**src/rtl/eval_sched_if.sv**
```systemverilog
// Bundle of request, response, datapath and status signals for eval_sched.
// The slave modport is the scheduler's view; the master modport is the view
// of the surrounding requesters, consumer and datapath.
interface eval_sched_if #(
    parameter int DW = 8
);
    logic          req0_valid;
    logic          req0_ready;
    logic [DW-1:0] req0_a;
    logic [DW-1:0] req0_b;
    logic          req0_kern;

    logic          req1_valid;
    logic          req1_ready;
    logic [DW-1:0] req1_a;
    logic [DW-1:0] req1_b;
    logic          req1_kern;

    logic          rsp_valid;
    logic          rsp_ready;
    logic [DW-1:0] rsp_data;
    logic          rsp_id;

    logic [DW-1:0] eval_a;
    logic [DW-1:0] eval_b;
    logic          eval_kern;
    logic          eval_clk_en;
    logic [DW-1:0] eval_result;

    logic [7:0]    grant_cnt0;
    logic [7:0]    grant_cnt1;

    modport slave (
        input  req0_valid, req0_a, req0_b, req0_kern,
        input  req1_valid, req1_a, req1_b, req1_kern,
        input  rsp_ready, eval_result,
        output req0_ready, req1_ready,
        output rsp_valid, rsp_data, rsp_id,
        output eval_a, eval_b, eval_kern, eval_clk_en,
        output grant_cnt0, grant_cnt1
    );

    modport master (
        output req0_valid, req0_a, req0_b, req0_kern,
        output req1_valid, req1_a, req1_b, req1_kern,
        output rsp_ready, eval_result,
        input  req0_ready, req1_ready,
        input  rsp_valid, rsp_data, rsp_id,
        input  eval_a, eval_b, eval_kern, eval_clk_en,
        input  grant_cnt0, grant_cnt1
    );
endinterface

```
**src/rtl/eval_sched.sv**
```systemverilog
// Two-requester round-robin scheduler in front of a registered datapath.
// One operation at a time: grant in IDLE, one gated datapath clock in ISSUE,
// hold the result in RESP until the consumer takes it.
//
// state    | meaning
// ---------+---------------------------------------------------------------
// IDLE     | waiting for a valid requester; grant is combinational
// ISSUE    | latched operands on eval_*, datapath clock enabled this cycle
// RESP     | eval_result presented on rsp_data until rsp_ready
module eval_sched #(
    parameter int DW = 8
) (
    input  logic       clk,
    input  logic       rst,
    eval_sched_if.slave bus
);
    localparam logic [1:0] ST_IDLE  = 2'd0;
    localparam logic [1:0] ST_ISSUE = 2'd1;
    localparam logic [1:0] ST_RESP  = 2'd2;

    logic [1:0]    state_q, state_d;
    logic          ptr_q;
    logic          id_q;
    logic [DW-1:0] a_q, b_q;
    logic          kern_q;
    logic [7:0]    cnt0_q, cnt1_q;
    logic          in_idle, gnt0, gnt1;

    // Grant decode: pointer breaks ties, a lone requester always wins.
    // Gated by rst so no ready leaks out while reset is held.
    always_comb begin
        in_idle = rst && (state_q == ST_IDLE);
        gnt0    = in_idle && bus.req0_valid && (!bus.req1_valid || !ptr_q);
        gnt1    = in_idle && bus.req1_valid && (!bus.req0_valid ||  ptr_q);
    end

    // Next-state: one cycle in ISSUE, RESP waits for the consumer.
    always_comb begin
        state_d = state_q;
        case (state_q)
            ST_IDLE:  if (gnt0 || gnt1) state_d = ST_ISSUE;
            ST_ISSUE: state_d = ST_RESP;
            ST_RESP:  if (bus.rsp_ready) state_d = ST_IDLE;
            default:  state_d = ST_IDLE;
        endcase
    end

    // State, operand latch, arbitration pointer and saturating grant counters.
    always_ff @(posedge clk or negedge rst) begin
        if (!rst) begin
            state_q <= ST_IDLE;
            ptr_q   <= 1'b0;
            id_q    <= 1'b0;
            a_q     <= '0;
            b_q     <= '0;
            kern_q  <= 1'b0;
            cnt0_q  <= 8'd0;
            cnt1_q  <= 8'd0;
        end else begin
            state_q <= state_d;
            if (gnt0 || gnt1) begin
                a_q    <= gnt0 ? bus.req0_a    : bus.req1_a;
                b_q    <= gnt0 ? bus.req0_b    : bus.req1_b;
                kern_q <= gnt0 ? bus.req0_kern : bus.req1_kern;
                id_q   <= gnt1;
                // point at whoever lost (or was absent) this round
                ptr_q  <= gnt0;
            end
            if (gnt0 && (cnt0_q != 8'hFF)) cnt0_q <= cnt0_q + 8'd1;
            if (gnt1 && (cnt1_q != 8'hFF)) cnt1_q <= cnt1_q + 8'd1;
        end
    end

    // eval_* come straight from the latch so they only move on a grant;
    // rsp_data is forced to zero outside RESP.
    assign bus.req0_ready  = gnt0;
    assign bus.req1_ready  = gnt1;
    assign bus.eval_a      = a_q;
    assign bus.eval_b      = b_q;
    assign bus.eval_kern   = kern_q;
    assign bus.eval_clk_en = (state_q == ST_ISSUE);
    assign bus.rsp_valid   = (state_q == ST_RESP);
    assign bus.rsp_data    = (state_q == ST_RESP) ? bus.eval_result : '0;
    assign bus.rsp_id      = id_q;
    assign bus.grant_cnt0  = cnt0_q;
    assign bus.grant_cnt1  = cnt1_q;
endmodule

```
**src/flat_wrapper.sv**
```systemverilog
// flat-port wrapper written by rule: the top's interface ports become plain ports
module eval_sched_flat 
#(
    parameter int DW = 8
)
  (clk, rst, bus_req0_valid, bus_req0_a, bus_req0_b, bus_req0_kern, bus_req1_valid, bus_req1_a, bus_req1_b, bus_req1_kern, bus_rsp_ready, bus_eval_result, bus_req0_ready, bus_req1_ready, bus_rsp_valid, bus_rsp_data, bus_rsp_id, bus_eval_a, bus_eval_b, bus_eval_kern, bus_eval_clk_en, bus_grant_cnt0, bus_grant_cnt1);
  eval_sched_if #(.DW(DW)) bus_i ();
  input  logic clk;
  input  logic rst;
  input wire logic [$bits(bus_i.req0_valid)-1:0] bus_req0_valid;
  input wire logic [$bits(bus_i.req0_a)-1:0] bus_req0_a;
  input wire logic [$bits(bus_i.req0_b)-1:0] bus_req0_b;
  input wire logic [$bits(bus_i.req0_kern)-1:0] bus_req0_kern;
  input wire logic [$bits(bus_i.req1_valid)-1:0] bus_req1_valid;
  input wire logic [$bits(bus_i.req1_a)-1:0] bus_req1_a;
  input wire logic [$bits(bus_i.req1_b)-1:0] bus_req1_b;
  input wire logic [$bits(bus_i.req1_kern)-1:0] bus_req1_kern;
  input wire logic [$bits(bus_i.rsp_ready)-1:0] bus_rsp_ready;
  input wire logic [$bits(bus_i.eval_result)-1:0] bus_eval_result;
  output wire logic [$bits(bus_i.req0_ready)-1:0] bus_req0_ready;
  output wire logic [$bits(bus_i.req1_ready)-1:0] bus_req1_ready;
  output wire logic [$bits(bus_i.rsp_valid)-1:0] bus_rsp_valid;
  output wire logic [$bits(bus_i.rsp_data)-1:0] bus_rsp_data;
  output wire logic [$bits(bus_i.rsp_id)-1:0] bus_rsp_id;
  output wire logic [$bits(bus_i.eval_a)-1:0] bus_eval_a;
  output wire logic [$bits(bus_i.eval_b)-1:0] bus_eval_b;
  output wire logic [$bits(bus_i.eval_kern)-1:0] bus_eval_kern;
  output wire logic [$bits(bus_i.eval_clk_en)-1:0] bus_eval_clk_en;
  output wire logic [$bits(bus_i.grant_cnt0)-1:0] bus_grant_cnt0;
  output wire logic [$bits(bus_i.grant_cnt1)-1:0] bus_grant_cnt1;
  assign bus_i.req0_valid = bus_req0_valid;
  assign bus_i.req0_a = bus_req0_a;
  assign bus_i.req0_b = bus_req0_b;
  assign bus_i.req0_kern = bus_req0_kern;
  assign bus_i.req1_valid = bus_req1_valid;
  assign bus_i.req1_a = bus_req1_a;
  assign bus_i.req1_b = bus_req1_b;
  assign bus_i.req1_kern = bus_req1_kern;
  assign bus_i.rsp_ready = bus_rsp_ready;
  assign bus_i.eval_result = bus_eval_result;
  assign bus_req0_ready = bus_i.req0_ready;
  assign bus_req1_ready = bus_i.req1_ready;
  assign bus_rsp_valid = bus_i.rsp_valid;
  assign bus_rsp_data = bus_i.rsp_data;
  assign bus_rsp_id = bus_i.rsp_id;
  assign bus_eval_a = bus_i.eval_a;
  assign bus_eval_b = bus_i.eval_b;
  assign bus_eval_kern = bus_i.eval_kern;
  assign bus_eval_clk_en = bus_i.eval_clk_en;
  assign bus_grant_cnt0 = bus_i.grant_cnt0;
  assign bus_grant_cnt1 = bus_i.grant_cnt1;
  eval_sched #(.DW(DW)) u_core (.clk(clk), .rst(rst), .bus(bus_i));
endmodule
```
**config.mk**
```make
export PLATFORM = sky130hd
export DESIGN_NAME = eval_sched_flat
export DESIGN_NICKNAME = d
export VERILOG_FILES = /design/src/rtl/eval_sched_if.sv /design/src/rtl/eval_sched.sv /design/src/flat_wrapper.sv
export SDC_FILE = /design/constraint.sdc
export NUM_CORES = 1
export LEC_CHECK = 0
export BUFFER_PORTS_ARGS = -buffer_cell sky130_fd_sc_hd__buf_4
export CAP_MARGIN = 10
export CORE_MARGIN = 4
export CORE_UTILIZATION = 45
export DETAILED_ROUTE_END_ITERATION = 7
export GPL_ROUTABILITY_DRIVEN = 0
export GPL_TIMING_DRIVEN = 0
export PLACE_DENSITY_LB_ADDON = 0.1
export SLEW_MARGIN = 40
export SYNTH_ARGS = -nofsm -noshare
export SYNTH_HDL_FRONTEND = slang
export SYNTH_SLANG_ARGS = --single-unit
```
**constraint.sdc**
```tcl
create_clock -name clk -period 2.4 [get_ports clk]
set_input_delay 0.12 -clock clk [delete_from_list [all_inputs] [get_ports clk]]
set_output_delay 0.12 -clock clk [all_outputs]
set_load 0.02 [all_outputs]
```
-- Word-level counts from Yosys, hierarchy flattened
Cells that the tools add are included.
- flip-flop bits (word level): 37
- input port bits: 47
- output and inout bits: 46
- logic and storage cells: 38
- add/subtract/negate cells: 2
- equal/unequal tests: 6
- multiplexer cells: 7
- reductions and logical operators: 15
- operators by type and width (operator ; number):
    $mux W8 ; 3
    $add A8 B1 Y8 const B ; 2
    $ne A8 B8 Y1 const B ; 2
    $logic_and A1 B1 Y1 ; 7
    $pmux W2 S3 ; 1
    $mux W2 ; 2
    $ne A2 B2 Y1 const B ; 2
    $logic_not A1 Y1 ; 3
    $logic_or A1 B1 Y1 ; 3
    $eq A2 B1 Y1 const B ; 1
    $eq A2 B2 Y1 const B ; 1
    $logic_not A2 Y1 ; 1
    $reduce_and A2 Y1 ; 1
    $mux W1 ; 1

-- Logic depth before layout (Yosys ltp)
Gate-level depths: netlist (run 1).
- word-level depth: 7
- gate-level depth with buffers: 6
- depth with buffers taken out: 5

-- Worst setup path before layout (run 1)
Ideal clock, no wire load.
- kind: register to register
- from: register u_core.cnt0_q[0] (netlist: u_core.bus.grant_cnt0[0])
- to: register u_core.cnt0_q[1] (netlist: u_core.bus.grant_cnt0[1])
- library setup time: 0.125 ns
- arrival: 1.556 ns
- required time: 2.275 ns
- slack: 0.719 ns
- cell stages (with the launch flop): 5
- buffers on the path: 0
- period minus slack after synthesis: 1.681 ns
- cells stage by stage: dfrtp_1 ha_1 nand3_1 o2111ai_1 mux2_2
- word-level cells in the longest chain between the ends: 2
- elaborated cells on any way between the ends: 3
- classes of those cells: add/sub: 1; eq/ne: 1; reduce/logical: 1
- RTL lines (what ; line ; source):
    start, declared ; eval_sched.sv:26 ; logic [7:0] cnt0_q, cnt1_q;
    start signal, assigned ; eval_sched.sv:69 ; if (gnt0 && (cnt0_q != 8'hFF)) cnt0_q <= cnt0_q + 8'd1;
    parallel branches: the longest is 2 deep, another holds $add A8 B1 Y8 ; n/a ;
Parallel ways; which one is timed is not known.
A chain may end at the register's enable or synchronous reset.

-- Worst setup path in the final report (run 1)
- from: input port rst
- to: output port bus_req0_ready
- word-level cells in the longest chain between the ends: 3
- RTL lines (what ; line ; source):
    start, declared ; flat_wrapper.sv:9 ; input logic rst;
    $logic_and A1 B1 Y1 ; eval_sched.sv:32 ; in_idle = rst && (state_q == ST_IDLE);
    $logic_and A1 B1 Y1 (2 in series) ; eval_sched.sv:33 ; gnt0 = in_idle && bus.req0_valid && (!bus.req1_valid || !ptr_q);
    end, declared ; flat_wrapper.sv:20 ; output wire logic [$bits(bus_i.req0_ready)-1:0] bus_req0_ready;
Every way passes these cells.

==> out/results.tsv, run 1 <==
stage	metric	value	unit
run_status	status	complete, no violations	
logic_synthesis	syn_area_per_cell	9.15	um^2
setup_path	required	2.28	ns
detailed_routing	vias_per_cell	5.05	
power	ir_worst_vdd	0.913	mV
floorplanning	ios	93	
finish	drive_gt1_frac	0.384	
setup_path	cp_cell_sequence	dlygate4sd3_1, buf_6, nor3b_4, nand3_2, inv_1, buf_2, buf_4	
timing	fin_worst_skew	0.00738	ns
timing	drv_slew	0	
logic_synthesis	synth_area	0.00179	mm^2
place	dpl.cell_count	336	
timing	min_period	2.16	ns
detailed_routing	wire_per_inst	13.8	um
cts	cts_buffers	5	
cts	cts-root-buf	clkbuf_8	
detailed_routing	detail-route-antenna-nets	0	
cts	clock_path_buffers	2	
finish	final_common_cell	buf_4	
timing	fin_tns_setup	0	ns
logic_synthesis	ys_seq_area_frac	0.516	
global_routing	first_global_vias	1669	
global_routing	grt_max_degree	39	
logic_synthesis	synthTopCellsByArea	dfrtp_1 (52%), nand2_1 (9.8%), a31oi_1 (6.6%)	
setup_path	arrival	2.04	ns
cts	post-cts-setup-buffers	0	
finish	antenna_cells	0	
finish	fillCellCount	316	
cts	clkSlewWorstSetupHoldPaths	0.07	ns
detailed_routing	drc_errors	0	
logic_synthesis	netlist_instances	196	
finish	fin_nets	345	
finish	final_cell_mix	buf_4 (91), nand2_1 (47), dfrtp_1 (37)	
floorplanning	initial_utilization	0.479	
logic_synthesis	synth-seq-cells	37	
cts	h-tree-depth	2	
logic_synthesis	yosys.area.top_type_share	0.516	
floorplanning	die-height	71.1	um
logic_synthesis	yosys_warnings	0	
detailed_routing	top_layer_used	met4	
floorplanning	dieArea	0.00506	mm^2
place	hpwl	3560	um
setup_path	cp_max_fo	38	
detailed_routing	first_pass_iters	5	
detailed_routing	met2_length	2240	um
timing	whs	0.0784	ns
global_routing	grt_pass1_wl	7940	um
timing	rsz0062_at_grt	no	
cts	insertion_delay	0.29	ns
detailed_routing	vias	1741	
flow_run	maxCapViolations	0	
timing	timing.final.crit_share	0.898	
logic_synthesis	synth_largest_area_cell	dfrtp_1	
cts	clock_sinks	37	
detailed_routing	m1WireLength	2100	um
timing	setup-violations-final	0	
finish	final_area	0.00266	mm^2
global_routing	antenna_found_initial	0	
finish	layout.cells.non_filler	345	
place	dpl_cell_area	0.00254	mm^2
global_routing	grt.overflow.total	0	
finish	area_delta_synth_final	48.3	%
timing	slew_headroom	0.693	
setup_path	slowest_delay	0.55	ns
logic_synthesis	yosysUniqueCellTypes	30	
global_routing	grt.total_usage	0.196	
setup_path	crit_path_start_kind	primary input	
timing	hold_viol	0	
power	cellPowerDensity	1060	mW/mm^2
detailed_routing	dr.first_iter.drc_count	85	
setup_path	criticalPathCategory	primary input to output pin	
timing	tightest_slew	0.460	ns
floorplanning	die_w	71.1	um
cts	cts_tree	yes	
setup_path	endpoint_kind	output pin	
timing	fmax	464	MHz
hold_path	hold_class	primary input to flip-flop	
detailed_routing	route.met3.wl	387	um
floorplanning	coreArea	0.00374	mm^2
power	leakagePower	0.00134	uW
logic_synthesis	synthesis.nets	245	
detailed_routing	wirelength	4770	um
floorplanning	placementRows	22	
setup_path	cpMaxStageDelayCell	dlygate4sd3_1	
place	port_buffers	92	
==> synthesized netlist by cell type, drive strengths merged <==
cell	number
nand2b	3
ha	2
nor2	22
xor2	3
clkbuf	2
nand4	2
nor3b	1
and3	1
nand2	47
inv	5
dfrtp	37
a21boi	2
nor2b	2
o2111ai	1
buf	7
and2	8
a21o	1
or3b	1
xnor2	3
nand3	6
a31oi	19
a21oi	5
nor3	5
a41oi	2
mux2	4
and4	2
mux2i	2
o21a	1
==> where the power goes <==
group          internal, uW  switching (uW)
sequential              857             204
clock                   259             214
combinational           579             696
==> flip-flops by register name (all words and copies together), names as in the netlist <==
register,cells
u_core.bus.eval_a,8
u_core.bus.eval_b,8
u_core.bus.eval_kern,1
u_core.bus.grant_cnt0,8
u_core.bus.grant_cnt1,8
u_core.bus.rsp_id,1
u_core.ptr_q,1
u_core.state_q,2
==> through the flow <==
stage	worst slack, ns	util	power, uW
6_report	0.245	0.711	2810
5_1_grt	0.0915	0.711	3010
4_1_cts	0.123	0.710	2840
3_5_place_dp	0.539	0.680	2360
3_3_place_gp	0.551	0.680	2340
2_1_floorplan	0.719	-	1760
==> path summary, 6_finish.rpt <==
check / start / endpoint / slack (ns) / depth (start not counted)
setup / recovery: rst / bus_req0_ready / 0.24 / 7
hold / removal: bus_req1_b[5] / u_core.bus.eval_b[5] / 0.08 / 3
setup reg to reg: u_core.bus.grant_cnt0[0] / u_core.bus.grant_cnt0[1] / 0.68 / 4
hold reg to reg: u_core.bus.rsp_id / u_core.bus.rsp_id / 0.48 / 2
max in group asynchronous: rst / u_core.bus.eval_a[2] / 1.85 / 2
min in group asynchronous: rst / u_core.bus.eval_a[4] / 0.29 / 2
==> per-layer routing <==
metal | up-vias | GRT usage
met1 | 812 | 0.261
li1 | 866 | -
met5 | - | 0
met4 | 0 | 0.0522
met3 | 4 | 0.0639
met2 | 59 | 0.306
==> cells by family after synthesis <==
group,Yosys count,synth area share
AO/OA/AOI/OAI,31,0.112
XOR/XNOR,6,0.0293
adder cells (fa/ha/maj),2,0.0139
buffers and inverters,14,0.0342
flip-flops,37,0.516
multiplexers,6,0.0363
AND/OR/NAND/NOR,100,0.259
==> worst max-delay path: cells and delay by family <==
kind	cells	cell delay, ns
simple gates	2	0.53
buf+inv	5	1.36
==> timing repair <==
action,4_1_cts,5_1_grt
endpoints found under the hold margin,37,0
gates resized for setup,0,1
hold buffers,1,0
setup endpoints to repair,0,1
==> final cells by class <==
type,count,area [um^2],area share
flip-flops and latches,37,926,0.348
multi-input cells,145,807,0.303
repair buffers,93,704,0.265
clock buffers,7,96.3,0.0362
well taps,48,60.1,0.0226
plain buffers,9,42.5,0.0160
inverters,5,18.8,0.00706
clock inverters,1,5.00,0.00188
Power figures use the tool's default switching activity.
==> inputs of run 2 (changes only) <==
- RECOVER_POWER: unset -> 100
==> out/results.tsv, run 2 (synthesized netlist as in run 1, its figures left out) <==
stage	metric	value	unit	change
power	cellPowerDensity	1040	mW/mm^2	was 1060 mW/mm^2
run_status	status	complete, no violations		unchanged
global_routing	first_global_vias	1669		unchanged
finish	fillCellCount	363		was 316
detailed_routing	dr.first_iter.drc_count	114		was 85
timing	fmax	456	MHz	was 464 MHz
finish	fin_util	0.669		was 0.711
finish	drive_gt1_frac	0.236		was 0.384
timing	slew_headroom	0.684		was 0.693
timing	timing.final.crit_share	0.913		was 0.898
floorplanning	placementRows	22		unchanged
global_routing	grt_max_degree	39		unchanged
setup_path	r2r_start	u_core.state_q[0]		was u_core.bus.grant_cnt0[0]
flow_run	maxCapViolations	0		unchanged
place	port_buffers	92		unchanged
cts	post-cts-setup-buffers	0		unchanged
hold_path	hold_start	bus_req1_b[5]		unchanged
timing	min_period	2.19	ns	was 2.16 ns
detailed_routing	detail-route-antenna-nets	0		unchanged
cts	cts_tree	yes		unchanged
floorplanning	coreArea	0.00374	mm^2	unchanged
finish	area_delta_synth_final	39.7	%	was 48.3%
hold_path	hold_class	primary input to flip-flop		unchanged
setup_path	arrival	2.07	ns	was 2.04 ns
floorplanning	initial_utilization	0.479		unchanged
timing	tightest_slew	0.474	ns	was 0.460 ns
timing	fin_tns_setup	0	ns	unchanged
place	hpwl	3560	um	unchanged
timing	drv_slew	0		unchanged
cts	h-tree-depth	2		unchanged
cts	clock_sinks	37		unchanged
detailed_routing	wirelength	4780	um	was 4770 um
finish	final_cell_mix	buf_4 (51), nand2_1 (47), clkbuf_1 (45)		was buf_4 (91), nand2_1 (47), dfrtp_1 (37)
cts	clkSlewWorstSetupHoldPaths	0.07	ns	about the same
detailed_routing	drc_errors	0		unchanged
timing	fin_worst_skew	0.00802	ns	was 0.00738 ns
floorplanning	die-height	71.1	um	unchanged
global_routing	grt.overflow.total	0		unchanged
floorplanning	dieArea	0.00506	mm^2	unchanged
setup_path	cpMaxStageDelayCell	dlygate4sd3_1		unchanged
place	dpl.cell_count	336		unchanged
setup_path	required	2.28	ns	about the same
floorplanning	die_w	71.1	um	unchanged
detailed_routing	wire_per_inst	13.9	um	was 13.8 um
finish	final_common_cell	buf_4		unchanged
cts	cts-root-buf	clkbuf_8		unchanged
setup_path	crit_buf_inv	5		unchanged
cts	clock_path_buffers	2		unchanged
global_routing	grt.total_usage	0.196		unchanged
cts	insertion_delay	0.29	ns	about the same
finish	antenna_cells	0		unchanged
finish	layout.cells.non_filler	345		unchanged
setup_path	crit_path_start_kind	primary input		unchanged
detailed_routing	vias	1739		was 1,741
power	leakagePower	0.00117	uW	was 0.00134 uW
detailed_routing	vias_per_cell	5.04		was 5.05
setup_path	criticalPathCategory	primary input to output pin		unchanged
setup_path	path_delay_family	buffers and inverters		unchanged
setup_path	endpoint_kind	output pin		unchanged
setup_path	slowest_delay	0.55	ns	about the same
cts	cts_buffers	5		unchanged
timing	rsz0062_at_grt	no		unchanged
timing	hold_viol	0		unchanged
setup_path	cp_cell_sequence	dlygate4sd3_1, buf_6, nor3b_4, nand3_2, inv_1, clkbuf_2, buf_4		was dlygate4sd3_1, buf_6, nor3b_4, nand3_2, inv_1, buf_2, buf_4
finish	fin_nets	345		unchanged
global_routing	antenna_found_initial	0		unchanged
power	ir_worst_vdd	0.838	mV	was 0.913 mV
setup_path	startpoint	rst		unchanged
floorplanning	ios	93		unchanged
setup_path	cp_max_fo	38		unchanged
detailed_routing	first_pass_iters	5		unchanged
global_routing	grt_pass1_wl	7940	um	unchanged
timing	setup-violations-final	0		unchanged
==> run 2: changes by cell type in the layout (fill, tap and decap cells not counted) <==
| cell | previous run | this run |
|---|---|---|
| clkbuf_2 | 0 | 2 |
| buf_4 | 91 | 51 |
| and2_0 | 0 | 5 |
| and2_1 | 8 | 3 |
| buf_2 | 7 | 2 |
| inv_1 | 4 | 5 |
| inv_2 | 1 | 0 |
| clkbuf_1 | 2 | 45 |
==> run 2: path summary, 6_finish.rpt <==
| check | end | slack [ns] | cells after the start |
|---|---|---|---|
| worst max-delay path | bus_req0_ready | 0.21 | 7 |
| min in group asynchronous | u_core.bus.eval_b[3] | 0.29 | 2 |
| worst min register to register | u_core.bus.rsp_id | 0.48 | 2 |
| worst min-delay path | u_core.bus.eval_b[5] | 0.08 | 3 |
| worst max register to register | u_core.bus.eval_a[7] | 0.56 | 5 |
| max in group asynchronous | u_core.bus.eval_a[2] | 1.85 | 2 |
==> run 2: timing repair <==
item	4_1_cts	5_1_grt
hold endpoints to repair	37	0
hold buffers	1	0
setup endpoints to repair	0	1
resized for setup	0	1
==> run 2: final cells by class <==
class	count	area [um^2]	share of cell area
Buffer	9	38.8	0.0155
Clock buffer	7	96.3	0.0384
Clock inverter	1	5.00	0.00200
Inverter	5	18.8	0.00749
Multi-Input combinational cell	145	807	0.322
Sequential cell	37	926	0.369
Tap cell	48	60.1	0.0240
Timing Repair Buffer	93	554	0.221
==> run 2: worst min-delay path, stage by stage <==
cell,delay (ns)
buf_4,0.11
nand2_1,0.04
a31oi_1,0.06
==> run 2: metal layers <==
layer  global-route usage  wire (um)  vias up
li1                     -          -      866
met1                0.261       2160      809
met2                0.306       2190       59
met3               0.0639        383        5
met4               0.0522         45        0
met5                    0          0        -
==> run 2: per-stage QoR <==
| step | hold WS, ns | instance area, um^2 | setup WS [ns] | power, uW |
|---|---|---|---|---|
| floorplan | -0.176 | 1790 | 0.719 | 1760 |
| global placement | 0.112 | 2540 | 0.551 | 2340 |
| detailed placement | 0.108 | 2540 | 0.539 | 2360 |
| CTS | 0.0720 | 2660 | 0.123 | 2840 |
| global route | 0.0834 | 2510 | 0.0621 | 2810 |
| finish | 0.0795 | 2510 | 0.209 | 2610 |
==> run 2: power by group <==
part,leakage (uW),internal [uW],total (uW),switching [uW]
combinational,0.000686,382,1080,700
clock,0.0000542,259,474,215
sequential,0.000433,857,1050,198
total,0.00117,1500,2610,1110
==> inputs of run 3 (changes only) <==
- CORE_MARGIN: 4 -> 2
- REMOVE_ABC_BUFFERS: unset -> 1
==> out/results.tsv, run 3 (synthesized netlist as in run 1, its figures left out) <==
stage	metric	value	unit	change
run_status	status	complete, but fails checks		was complete, no violations
run_status	violations	max-capacitance violations, max-slew violations		
detailed_routing	dr.first_iter.drc_count	78		was 114
detailed_routing	vias_per_cell	5.03		was 5.04
power	sequentialPowerShare	0.417		was 0.404
timing	fin_worst_skew	0.00261	ns	was 0.00802 ns
detailed_routing	drc_errors	0		unchanged
cts	clkSlewWorstSetupHoldPaths	0.07	ns	about the same
timing	fmax	477	MHz	was 456 MHz
setup_path	endpoint_kind	output pin		unchanged
floorplanning	coreArea	0.00374	mm^2	unchanged
setup_path	worst_r2r_path_depth	5		unchanged
detailed_routing	wire_per_inst	13.3	um	was 13.9 um
global_routing	antenna_found_initial	0		unchanged
timing	slew_headroom	-0.0690		was 0.684
finish	antenna_cells	0		unchanged
global_routing	grt.total_usage	0.205		was 0.196
setup_path	required	2.28	ns	about the same
cts	clock_sinks	37		unchanged
floorplanning	placementRows	22		unchanged
timing	min_period	2.09	ns	was 2.19 ns
timing	setup-violations-final	0		unchanged
cts	clock_path_buffers	2		unchanged
detailed_routing	detail-route-antenna-nets	0		unchanged
floorplanning	die_w	67.1	um	was 71.1 um
power	pwr-share-clk	0.159		was 0.182
detailed_routing	vias	1699		was 1,739
power	swShare	0.431		was 0.426
cts	insertion_delay	0.27	ns	was 0.29 ns
cts	cts_tree	yes		unchanged
finish	drive_gt1_frac	0.234		was 0.236
setup_path	reg2reg_slack	0.54	ns	was 0.56 ns
timing	hold_viol	0		unchanged
setup_path	crit_path_start_kind	flip-flop		was primary input
place	port_buffers	92		unchanged
global_routing	grt.overflow.total	0		unchanged
place	hpwl	3140	um	was 3560 um
detailed_routing	first_pass_iters	4		was 5
power	cellPowerDensity	1020	mW/mm^2	was 1040 mW/mm^2
floorplanning	initial_utilization	0.479		unchanged
finish	area_delta_synth_final	38.1	%	was 39.7%
finish	layout.cells.non_filler	338		was 345
detailed_routing	wirelength	4480	um	was 4780 um
floorplanning	ios	93		unchanged
cts	h-tree-depth	2		unchanged
setup_path	cp_max_fo	24		was 38
finish	fillCellCount	354		was 363
floorplanning	dieArea	0.00451	mm^2	was 0.00506 mm^2
finish	final_cell_mix	buf_4 (54), nand2_1 (47), clkbuf_1 (41)		was buf_4 (51), nand2_1 (47), clkbuf_1 (45)
hold_path	holdPathStages	3		unchanged
cts	cts_buffers	5		unchanged
cts	cts-root-buf	clkbuf_8		unchanged
flow_run	maxCapViolations	1		was 0
finish	fin_util	0.662		was 0.669
timing	rsz0062_at_grt	no		unchanged
finish	fin_nets	338		was 345
place	dpl.cell_count	327		was 336
global_routing	grt_pass1_wl	6900	um	was 7940 um
setup_path	criticalPathCategory	flip-flop to output pin		was primary input to output pin
global_routing	first_global_vias	1507		was 1,669
power	ir_worst_vdd	0.657	mV	was 0.838 mV
setup_path	arrival	1.97	ns	was 2.07 ns
timing	tightest_slew	1.60	ns	was 0.474 ns
setup_path	r2r_start	u_core.state_q[0]		unchanged
timing	timing.final.crit_share	0.873		was 0.913
power	p_comb_frac	0.424		was 0.415
hold_path	worstHoldEndpoint	u_core.bus.eval_a[0]		was u_core.bus.eval_b[5]
global_routing	grt_max_degree	38		was 39
timing	drv_slew	38		was 0
power	intPower	1440	uW	was 1500 uW
finish	final_common_cell	buf_4		unchanged
hold_path	hold_start	bus_req1_a[0]		was bus_req1_b[5]
floorplanning	die-height	67.1	um	was 71.1 um
setup_path	timing.rr.end	u_core.bus.eval_b[1]		was u_core.bus.eval_a[7]
power	p_sw	1090	uW	was 1110 uW
hold_path	hold_class	primary input to flip-flop		unchanged
power	leakagePower	0.00115	uW	was 0.00117 uW
-- run 3: changes by cell type in the layout (fill, tap and decap cells not counted), sizes merged --
cell          before  now
clkbuf            54   46
clkinvlp           0    2
clkinv             1    0
dlymetal6s2s       0    1
inv                5    4
-- run 3: worst max-delay path, stage by stage, from the launching register on --
cell	delay (ns)
dfrtp_1	0.41
nor3b_4	0.35
nand3_4	0.32
clkinvlp_2	0.40
buf_4	0.21
-- run 3: final cells by class --
type	instances	area, um^2	area share
Clock buffer	8	80.1	0.0323
Inverter	5	20.0	0.00808
Multi-Input combinational cell	145	816	0.329
Sequential cell	37	926	0.374
Tap cell	48	60.1	0.0242
Timing Repair Buffer	94	571	0.230
Timing Repair inverter	1	5.00	0.00202
-- run 3: metrics by stage --
step                      hold slack (ns)  area (um^2)  power, uW  setup TNS [ns]  setup slack, ns
final                              0.0997         2480       2530               0            0.306
after global routing                0.101         2480       2720               0            0.162
after CTS                          0.0950         2620       2750               0           0.0532
after detailed placement            0.115         2500       2330           -1.08           -0.101
after global placement              0.111         2500       2310           -1.20          -0.0830
after floorplan                    -0.176         1750       1750               0            0.564
-- run 3: worst max-delay path by stage --
stage / from / to / cells after the start
2_1_floorplan: u_core.state_q[0] / u_core.bus.grant_cnt0[2] / 5
3_3_place_gp: rst / u_core.bus.eval_a[1] / 6
3_5_place_dp: rst / u_core.bus.eval_kern / 6
4_1_cts: u_core.state_q[0] / bus_req0_ready / 4
5_1_grt: u_core.state_q[0] / bus_req0_ready / 4
6_report: u_core.state_q[0] / bus_req0_ready / 4
-- run 3: timing repair --
item | CTS | global route
setup endpoints to repair | 1 | 1
endpoints found under the hold margin | 37 | 0
buffers inserted | 0 | 0
hold buffers | 2 | 0
cloned | 0 | 1
resized for setup | 1 | 1
-- run 3: power groups by stage --
stage / clock network [uW] / registers, uW / logic, uW
floorplan: 0 / 1310 / 436
detailed placement: 0 / 1070 / 1260
global route: 443 / 1090 / 1180
finish: 403 / 1060 / 1070
CTS: 417 / 1060 / 1270
global placement: 0 / 1060 / 1250
-- run 3: routing by layer --
layer  up-vias  GRT usage  wire length [um]
met5         -          0                 0
met4         0     0.0612                44
met3         5     0.0483               306
met2        51      0.354              2130
met1       792      0.255              2000
li1        851          -                 -
